==> src/rtl/icash_pkg.sv <==
// Shared instruction-cache definitions: default geometry and loader state encoding.
package icash_pkg;

  // Default geometry shared with the instruction memory (4096 bits as 128 x 32).
  localparam int unsigned ICASH_DATA_WIDTH = 32;
  localparam int unsigned ICASH_ADDR_WIDTH = 7;

  // Loader state encoding.
  localparam logic [1:0] ST_IDLE  = 2'd0;
  localparam logic [1:0] ST_LOAD  = 2'd1;
  localparam logic [1:0] ST_DRAIN = 2'd2;
  localparam logic [1:0] ST_DONE  = 2'd3;

  typedef enum logic [1:0] {
    S_IDLE  = ST_IDLE,
    S_LOAD  = ST_LOAD,
    S_DRAIN = ST_DRAIN,
    S_DONE  = ST_DONE
  } loader_state_e;

endpackage

==> src/rtl/icash_loader_csum.sv <==
// Wrapping sum of accepted load words; cleared at the start of each load.
module icash_loader_csum
  import icash_pkg::*;
#(
  parameter int unsigned DATA_WIDTH = ICASH_DATA_WIDTH
) (
  input  logic                  clk,
  input  logic                  reset,
  input  logic                  clr,
  input  logic                  en,
  input  logic [DATA_WIDTH-1:0] data,
  output logic [DATA_WIDTH-1:0] sum
);

  // Accumulate on enable; clear has priority so a new load starts from zero.
  always_ff @(posedge clk) begin
    if (reset) begin
      sum <= '0;
    end else if (clr) begin
      sum <= '0;
    end else if (en) begin
      sum <= sum + data;
    end
  end

endmodule

==> src/rtl/icash_loader.sv <==
// Instruction cache loader: write-side master that streams words into the
// instruction memory at incrementing, wrapping addresses.
// Optional feature: define ICASH_LOADER_CHECKSUM_EN to build the load checksum;
// otherwise o_checksum is tied to zero.
module icash_loader
  import icash_pkg::*;
#(
  parameter int unsigned DATA_WIDTH  = ICASH_DATA_WIDTH,
  parameter int unsigned ADDR_WIDTH  = ICASH_ADDR_WIDTH,
  parameter int unsigned COUNT_WIDTH = ADDR_WIDTH + 1
) (
  input  logic                   clk,
  input  logic                   reset,
  input  logic                   i_start,
  input  logic [ADDR_WIDTH-1:0]  i_base_addr,
  input  logic [COUNT_WIDTH-1:0] i_num_words,
  input  logic                   s_valid,
  input  logic [DATA_WIDTH-1:0]  s_data,
  output logic                   s_ready,
  output logic                   o_write_req,
  output logic [ADDR_WIDTH-1:0]  o_write_addr,
  output logic [DATA_WIDTH-1:0]  o_write_data,
  output logic                   o_busy,
  output logic                   o_done,
  output logic [DATA_WIDTH-1:0]  o_checksum
);

  loader_state_e          state;
  loader_state_e          state_next;
  logic [COUNT_WIDTH-1:0] remaining_q;
  logic [ADDR_WIDTH-1:0]  addr_q;
  logic                   start_acc;
  logic                   beat;
  logic                   last_beat;
  logic                   busy_d;
  logic                   done_d;

  // Handshake decode: ready depends on state only, never on s_valid.
  assign s_ready   = (state == S_LOAD);
  assign start_acc = (state == S_IDLE) && i_start;
  assign beat      = s_ready && s_valid;
  assign last_beat = beat && (remaining_q == COUNT_WIDTH'(1));

  // State register.
  always_ff @(posedge clk) begin
    if (reset) begin
      state <= S_IDLE;
    end else begin
      state <= state_next;
    end
  end

  // Next-state decode and next values of the registered status outputs.
  always_comb begin
    state_next = state;
    busy_d     = 1'b0;
    done_d     = 1'b0;
    case (state)
      S_IDLE: begin
        if (i_start) begin
          state_next = (i_num_words == '0) ? S_DRAIN : S_LOAD;
        end
      end
      S_LOAD: begin
        if (last_beat) begin
          state_next = S_DRAIN;
        end
      end
      // The last write is presented during DRAIN; the memory commits it at
      // the end of DONE because it registers its write inputs once.
      S_DRAIN: state_next = S_DONE;
      S_DONE:  state_next = S_IDLE;
      default: state_next = S_IDLE;
    endcase
    busy_d = (state_next != S_IDLE);
    done_d = (state_next == S_DONE);
  end

  // Load bookkeeping and registered memory write port.
  always_ff @(posedge clk) begin
    if (reset) begin
      remaining_q  <= '0;
      addr_q       <= '0;
      o_write_req  <= 1'b0;
      o_write_addr <= '0;
      o_write_data <= '0;
      o_busy       <= 1'b0;
      o_done       <= 1'b0;
    end else begin
      o_write_req <= beat;
      o_busy      <= busy_d;
      o_done      <= done_d;
      if (start_acc) begin
        remaining_q <= i_num_words;
        addr_q      <= i_base_addr;
      end else if (beat) begin
        remaining_q  <= remaining_q - COUNT_WIDTH'(1);
        addr_q       <= addr_q + ADDR_WIDTH'(1);
        o_write_addr <= addr_q;
        o_write_data <= s_data;
      end
    end
  end

`ifdef ICASH_LOADER_CHECKSUM_EN
  // Running checksum of every accepted word of the current load.
  icash_loader_csum #(
    .DATA_WIDTH (DATA_WIDTH)
  ) u_csum (
    .clk   (clk),
    .reset (reset),
    .clr   (start_acc),
    .en    (beat),
    .data  (s_data),
    .sum   (o_checksum)
  );
`else
  assign o_checksum = '0;
`endif

endmodule

==> config.mk <==
export PLATFORM = sky130hd
export DESIGN_NAME = icash_loader
export DESIGN_NICKNAME = d
export VERILOG_FILES = /design/src/rtl/icash_pkg.sv /design/src/rtl/icash_loader_csum.sv /design/src/rtl/icash_loader.sv
export SDC_FILE = /design/constraint.sdc
export NUM_CORES = 1
export LEC_CHECK = 0
export CORE_MARGIN = 2
export CORE_UTILIZATION = 42
export CTS_BUF_LIST = sky130_fd_sc_hd__clkbuf_4
export CTS_CLUSTER_DIAMETER = 80
export CTS_CLUSTER_SIZE = 12
export DETAILED_ROUTE_END_ITERATION = 10
export GPL_TIMING_DRIVEN = 0
export PLACE_DENSITY = 0.8
export SETUP_SLACK_MARGIN = 0.05
export SLEW_MARGIN = 5
export SYNTH_ARGS = -nofsm -noshare
export SYNTH_HDL_FRONTEND = slang
export SYNTH_SLANG_ARGS = --single-unit
export TNS_END_PERCENT = 1
==> constraint.sdc <==
create_clock -name clk -period 2.2 [get_ports clk]
set_input_delay 0.55 -clock clk [delete_from_list [all_inputs] [get_ports clk]]
set_output_delay 0.55 -clock clk [all_outputs]
set_load 0.05 [all_outputs]
==> flow_summary.html <==
<table>
<tr><th>Metric</th><th>Value</th></tr>
<tr><th colspan="2">CTS</th></tr>
<tr><td>Clock buffer depth</td><td>2</td></tr>
<tr><td>Number of buffers inserted by hold repair at cts</td><td>0</td></tr>
<tr><td>Max H-tree Level</td><td>3</td></tr>
<tr><td>Clock slew seen by the registers of the worst setup and hold paths</td><td>0.11 ns</td></tr>
<tr><td>Total CTS buffers</td><td>9</td></tr>
<tr><td>CTS Root Buffer Type</td><td>sky130_fd_sc_hd__clkbuf_4</td></tr>
<tr><td>Sink Count</td><td>59</td></tr>
<tr><td>Worst-Skew Late Latency</td><td>0.39 ns</td></tr>
<tr><td>CTS tree</td><td>built</td></tr>
<tr><th colspan="2">Detailed routing</th></tr>
<tr><td>DRC viols</td><td>0</td></tr>
<tr><td>Initial DRT Pass Iterations</td><td>4</td></tr>
<tr><td>Total wirelength of the detailed-routed design</td><td>6661 microns</td></tr>
<tr><td>Via count normalized by instance count</td><td>4.857</td></tr>
<tr><td>WL/cell</td><td>12.36 microns</td></tr>
<tr><td>Final ANT Viol Nets</td><td>0</td></tr>
<tr><td>Total via count after detailed routing</td><td>2618</td></tr>
<tr><td>Violation count after the first detailed-routing iteration</td><td>137</td></tr>
<tr><th colspan="2">Yosys</th></tr>
<tr><td>Total of warnings raised by yosys</td><td>0</td></tr>
<tr><td>Synthesized area divided by synthesized cell count</td><td>8.068 sq um</td></tr>
<tr><td>Total of flip-flops plus latches after synthesis</td><td>59</td></tr>
<tr><td>Post-Syn Instances</td><td>326</td></tr>
<tr><td>Sequential-to-total area share from yosys stat</td><td>0.4491</td></tr>
<tr><td>Cell area after synthesis</td><td>2630 sq um</td></tr>
<tr><td>Post-synth cell types</td><td>39</td></tr>
<tr><th colspan="2">Worst setup path</th></tr>
<tr><td>Worst Path Required</td><td>1.65 ns</td></tr>
<tr><td>Beginning of the critical path</td><td>o_write_data[26]</td></tr>
<tr><td>Slowest stage cell on the critical path</td><td>sky130_fd_sc_hd__clkdlybuf4s50_1</td></tr>
<tr><td>Signal arrival time at the worst endpoint</td><td>1.58 ns</td></tr>
<tr><td>Critical Path End Type</td><td>output port</td></tr>
<tr><td>Buffer and inverter count on the worst path</td><td>1</td></tr>
<tr><td>Worst r2r src</td><td>state[0]</td></tr>
<tr><td>Highest fanout seen on the critical path</td><td>2</td></tr>
<tr><td>Largest delay contributor family on the critical path</td><td>buffers and inverters</td></tr>
<tr><td>Worst path cell trace</td><td>clkdlybuf4s50_1</td></tr>
<tr><td>Slowest Stage Delay on Critical Path</td><td>0.83 ns</td></tr>
<tr><td>Worst Setup Path Type</td><td>flop to output port</td></tr>
<tr><td>Setup crit start kind</td><td>flop</td></tr>
<tr><th colspan="2">GRT</th></tr>
<tr><td>Via count of the first global-routing pass</td><td>2383</td></tr>
<tr><td>Combined global-route utilization of all metal layers</td><td>0.1897</td></tr>
<tr><td>First-pass GRT wire length</td><td>10810 microns</td></tr>
<tr><td>Antenna violations before repair</td><td>0</td></tr>
<tr><td>Maximum number of pins on one net before global-route repair</td><td>11</td></tr>
<tr><td>Total grt overflow</td><td>0</td></tr>
<tr><th colspan="2">Status</th></tr>
<tr><td>Result of the run</td><td>finished, final reports clean</td></tr>
<tr><th colspan="2">Timing</th></tr>
<tr><td>Setup-failing EPs final</td><td>0</td></tr>
<tr><td>Worst Skew</td><td>0.008070 ns</td></tr>
<tr><td>Worst relative slew slack</td><td>0.6163</td></tr>
<tr><td>Unrepaired setup endpoints after global routing</td><td>yes</td></tr>
<tr><td>Number of max-slew violations in the final report</td><td>0</td></tr>
<tr><td>Share of the cycle needed by the critical path after routing</td><td>0.9675</td></tr>
<tr><td>Final critical-path required period</td><td>2.129 ns</td></tr>
<tr><td>Final Hold Viols</td><td>0</td></tr>
<tr><td>Peak Freq</td><td>469.8 MHz</td></tr>
<tr><td>Final sum of negative setup slack</td><td>0 ns</td></tr>
<tr><td>Hold Worst Slack</td><td>0.4590 ns</td></tr>
<tr><td>Transition time at the pin with the least slew margin</td><td>0.5734 ns</td></tr>
<tr><td>Worst-case setup margin in the final layout</td><td>0.07139 ns</td></tr>
<tr><th colspan="2">Placed design</th></tr>
<tr><td>Input/output buffers</td><td>92</td></tr>
<tr><td>Worst slack after detailed placement</td><td>-0.1153 ns</td></tr>
<tr><td>Total half-perimeter wirelength after legalization and detailed placement</td><td>4964 microns</td></tr>
<tr><td>Cell count after placement</td><td>524</td></tr>
<tr><td>Gp weighted congestion</td><td>0.8870</td></tr>
<tr><th colspan="2">Hold path</th></tr>
<tr><td>HP Start</td><td>o_write_data[23]</td></tr>
<tr><td>Type of the tightest min-delay check</td><td>flop to flop</td></tr>
<tr><th colspan="2">Die</th></tr>
<tr><td>Number of core rows</td><td>28</td></tr>
<tr><td>CORE AREA</td><td>5991 sq um</td></tr>
<tr><td>Die area</td><td>6911 sq um</td></tr>
<tr><td>Die outline width</td><td>83.13 microns</td></tr>
<tr><td>Initial core utilization</td><td>0.4390</td></tr>
<tr><td>Vert. Die Dim</td><td>83.13 microns</td></tr>
<tr><td>Total I/O pin count</td><td>126</td></tr>
<tr><th colspan="2">Finish</th></tr>
<tr><td>Final Net Count</td><td>514</td></tr>
<tr><td>Fill cell total of the finished layout</td><td>535</td></tr>
<tr><td>Layout Area Growth over Synthesis</td><td>47.00%</td></tr>
<tr><td>ANT cells</td><td>0</td></tr>
<tr><td>Number of standard cells in the final layout excluding fillers</td><td>539</td></tr>
<tr><td>Ratio of cells with drive above 1 in the final layout</td><td>0.1401</td></tr>
<tr><th colspan="2">Pwr</th></tr>
<tr><td>Max IR drop VDD</td><td>0.4029 mV</td></tr>
<tr><td>Power per Cell Area</td><td>624.9 nW/um^2</td></tr>
<tr><td>Leakage component of the power</td><td>1.538 nW</td></tr>
<tr><th colspan="2">Run</th></tr>
<tr><td>Max-cap viol count</td><td>0</td></tr>
</table>
worst register-to-register path: cells and delay by family, from the launching register on:
kind | cells | cell delay, ns
AND/OR/NAND/NOR | 3 | 0.78
AO/OA/AOI/OAI | 1 | 0.34
flip-flops | 1 | 0.33
buffers and inverters | 1 | 0.18
state kept, by name (all words and copies together), names as in the netlist:
name,cells
o_write_data,32
remaining_q,8
addr_q,7
o_write_addr,7
state,2
o_busy,1
o_done,1
o_write_req,1
kinds of logic after synthesis:
kind of cell | share of synthesized area
DFF | 0.4491
and+or+nand+nor | 0.2122
adders and majority gates | 0.01427
other | 0.001426
AOI/OAI and AO/OA | 0.1736
buffers and inverters | 0.1494
per-layer routing:
layer	up-vias	GRT usage	wire, microns
li1	1315	-	-
met1	1183	0.2257	2777
met2	106	0.3057	3208
met3	14	0.06859	526
met4	0	0.08644	148
met5	-	0	0
where the power goes:
part           switching [W]  internal [W]
clock network       0.000399      0.000216
registers          0.0000374       0.00112
logic               0.000393      0.000250
cells in the mapped netlist:
cell type	count	area, sq um
sky130_fd_sc_hd__a211oi_1	2	15.01
sky130_fd_sc_hd__a21oi_1	49	245.2
sky130_fd_sc_hd__a221oi_1	3	26.28
sky130_fd_sc_hd__a22oi_1	1	7.510
sky130_fd_sc_hd__a2bb2oi_1	1	8.760
sky130_fd_sc_hd__a31oi_1	7	43.79
sky130_fd_sc_hd__a32oi_1	4	35.03
sky130_fd_sc_hd__and3_1	2	12.51
sky130_fd_sc_hd__and3b_1	1	8.760
sky130_fd_sc_hd__buf_2	7	35.03
sky130_fd_sc_hd__buf_4	32	240.2
sky130_fd_sc_hd__buf_6	3	33.78
sky130_fd_sc_hd__clkbuf_1	10	37.54
sky130_fd_sc_hd__clkbuf_8	2	27.53
sky130_fd_sc_hd__conb_1	1	3.750
sky130_fd_sc_hd__dfxtp_1	59	1181
sky130_fd_sc_hd__ha_1	3	37.54
sky130_fd_sc_hd__inv_1	5	18.77
sky130_fd_sc_hd__nand2_1	84	315.3
sky130_fd_sc_hd__nand2b_1	1	6.260
sky130_fd_sc_hd__nand3_1	4	20.02
sky130_fd_sc_hd__nand3b_1	1	7.510
sky130_fd_sc_hd__nand4_1	2	12.51
sky130_fd_sc_hd__nand4b_1	1	8.760
sky130_fd_sc_hd__nor2_1	15	56.30
sky130_fd_sc_hd__nor2b_1	1	6.260
sky130_fd_sc_hd__nor3_1	2	10.01
sky130_fd_sc_hd__nor3b_1	1	7.510
sky130_fd_sc_hd__nor3b_2	1	12.51
sky130_fd_sc_hd__nor4_1	5	31.28
sky130_fd_sc_hd__o211ai_1	2	15.01
sky130_fd_sc_hd__o21a_1	1	7.510
sky130_fd_sc_hd__o21ai_0	5	25.02
sky130_fd_sc_hd__o21ba_2	1	10.01
sky130_fd_sc_hd__o311ai_0	2	17.52
sky130_fd_sc_hd__or3_2	2	15.01
sky130_fd_sc_hd__or3b_2	1	8.760
sky130_fd_sc_hd__or4_1	1	7.510
sky130_fd_sc_hd__or4_4	1	11.26
per-stage QoR:
step	cell area (sq um)	total power, W	util
floorplan	2746	0.001619	-
global placement	3761	0.001814	0.6278
detailed placement	3761	0.001823	0.6278
CTS	3864	0.002426	0.6449
global route	3866	0.002517	0.6454
finish	3866	0.002416	0.6454
final cells by class:
| type | instances | area [sq um] | share of cell area |
|---|---|---|---|
| Sequential cell | 59 | 1181 | 0.3055 |
| Buffer | 54 | 374.1 | 0.09676 |
| Timing Repair Buffer | 92 | 924.6 | 0.2392 |
| Tap cell | 75 | 93.84 | 0.02427 |
| Clock buffer | 9 | 67.56 | 0.01748 |
| Clock inverter | 6 | 33.78 | 0.008738 |
| Multi-Input combinational cell | 239 | 1172 | 0.3032 |
| Inverter | 5 | 18.77 | 0.004854 |
cell usage in the layout, fill, tap and decap left out, types with 5 or more instances in the layout:
| master | netlist | final |
|---|---|---|
| sky130_fd_sc_hd__dfxtp_1 | 59 | 59 |
| sky130_fd_sc_hd__buf_4 | 32 | 32 |
| sky130_fd_sc_hd__nand2_1 | 84 | 84 |
| sky130_fd_sc_hd__o21ai_0 | 5 | 5 |
| sky130_fd_sc_hd__buf_2 | 7 | 7 |
| sky130_fd_sc_hd__conb_1 | 1 | 32 |
| sky130_fd_sc_hd__inv_1 | 5 | 5 |
| sky130_fd_sc_hd__nor4_1 | 5 | 5 |
| sky130_fd_sc_hd__clkbuf_4 | 0 | 9 |
| sky130_fd_sc_hd__a31oi_1 | 7 | 7 |
| sky130_fd_sc_hd__a21oi_1 | 49 | 49 |
| sky130_fd_sc_hd__clkdlybuf4s50_1 | 0 | 90 |
| sky130_fd_sc_hd__clkbuf_1 | 10 | 10 |
| sky130_fd_sc_hd__nor2_1 | 15 | 15 |
repair_timing:
action / 4_1_cts / 5_1_grt
endpoints found under the hold margin: 0 / 0
resized for setup: 3 / 1
endpoints found under the setup margin: 1 / 25
buffers inserted: 0 / 0
worst paths after layout:
path,slack [ns],cells after the start,to
max,0.07,1,o_write_data[26]
min,0.46,2,o_write_data[23]
max reg2reg,0.45,5,remaining_q[0]
min reg2reg,0.46,2,o_write_data[23]
Note: power is estimated with default switching activity, not from simulation.
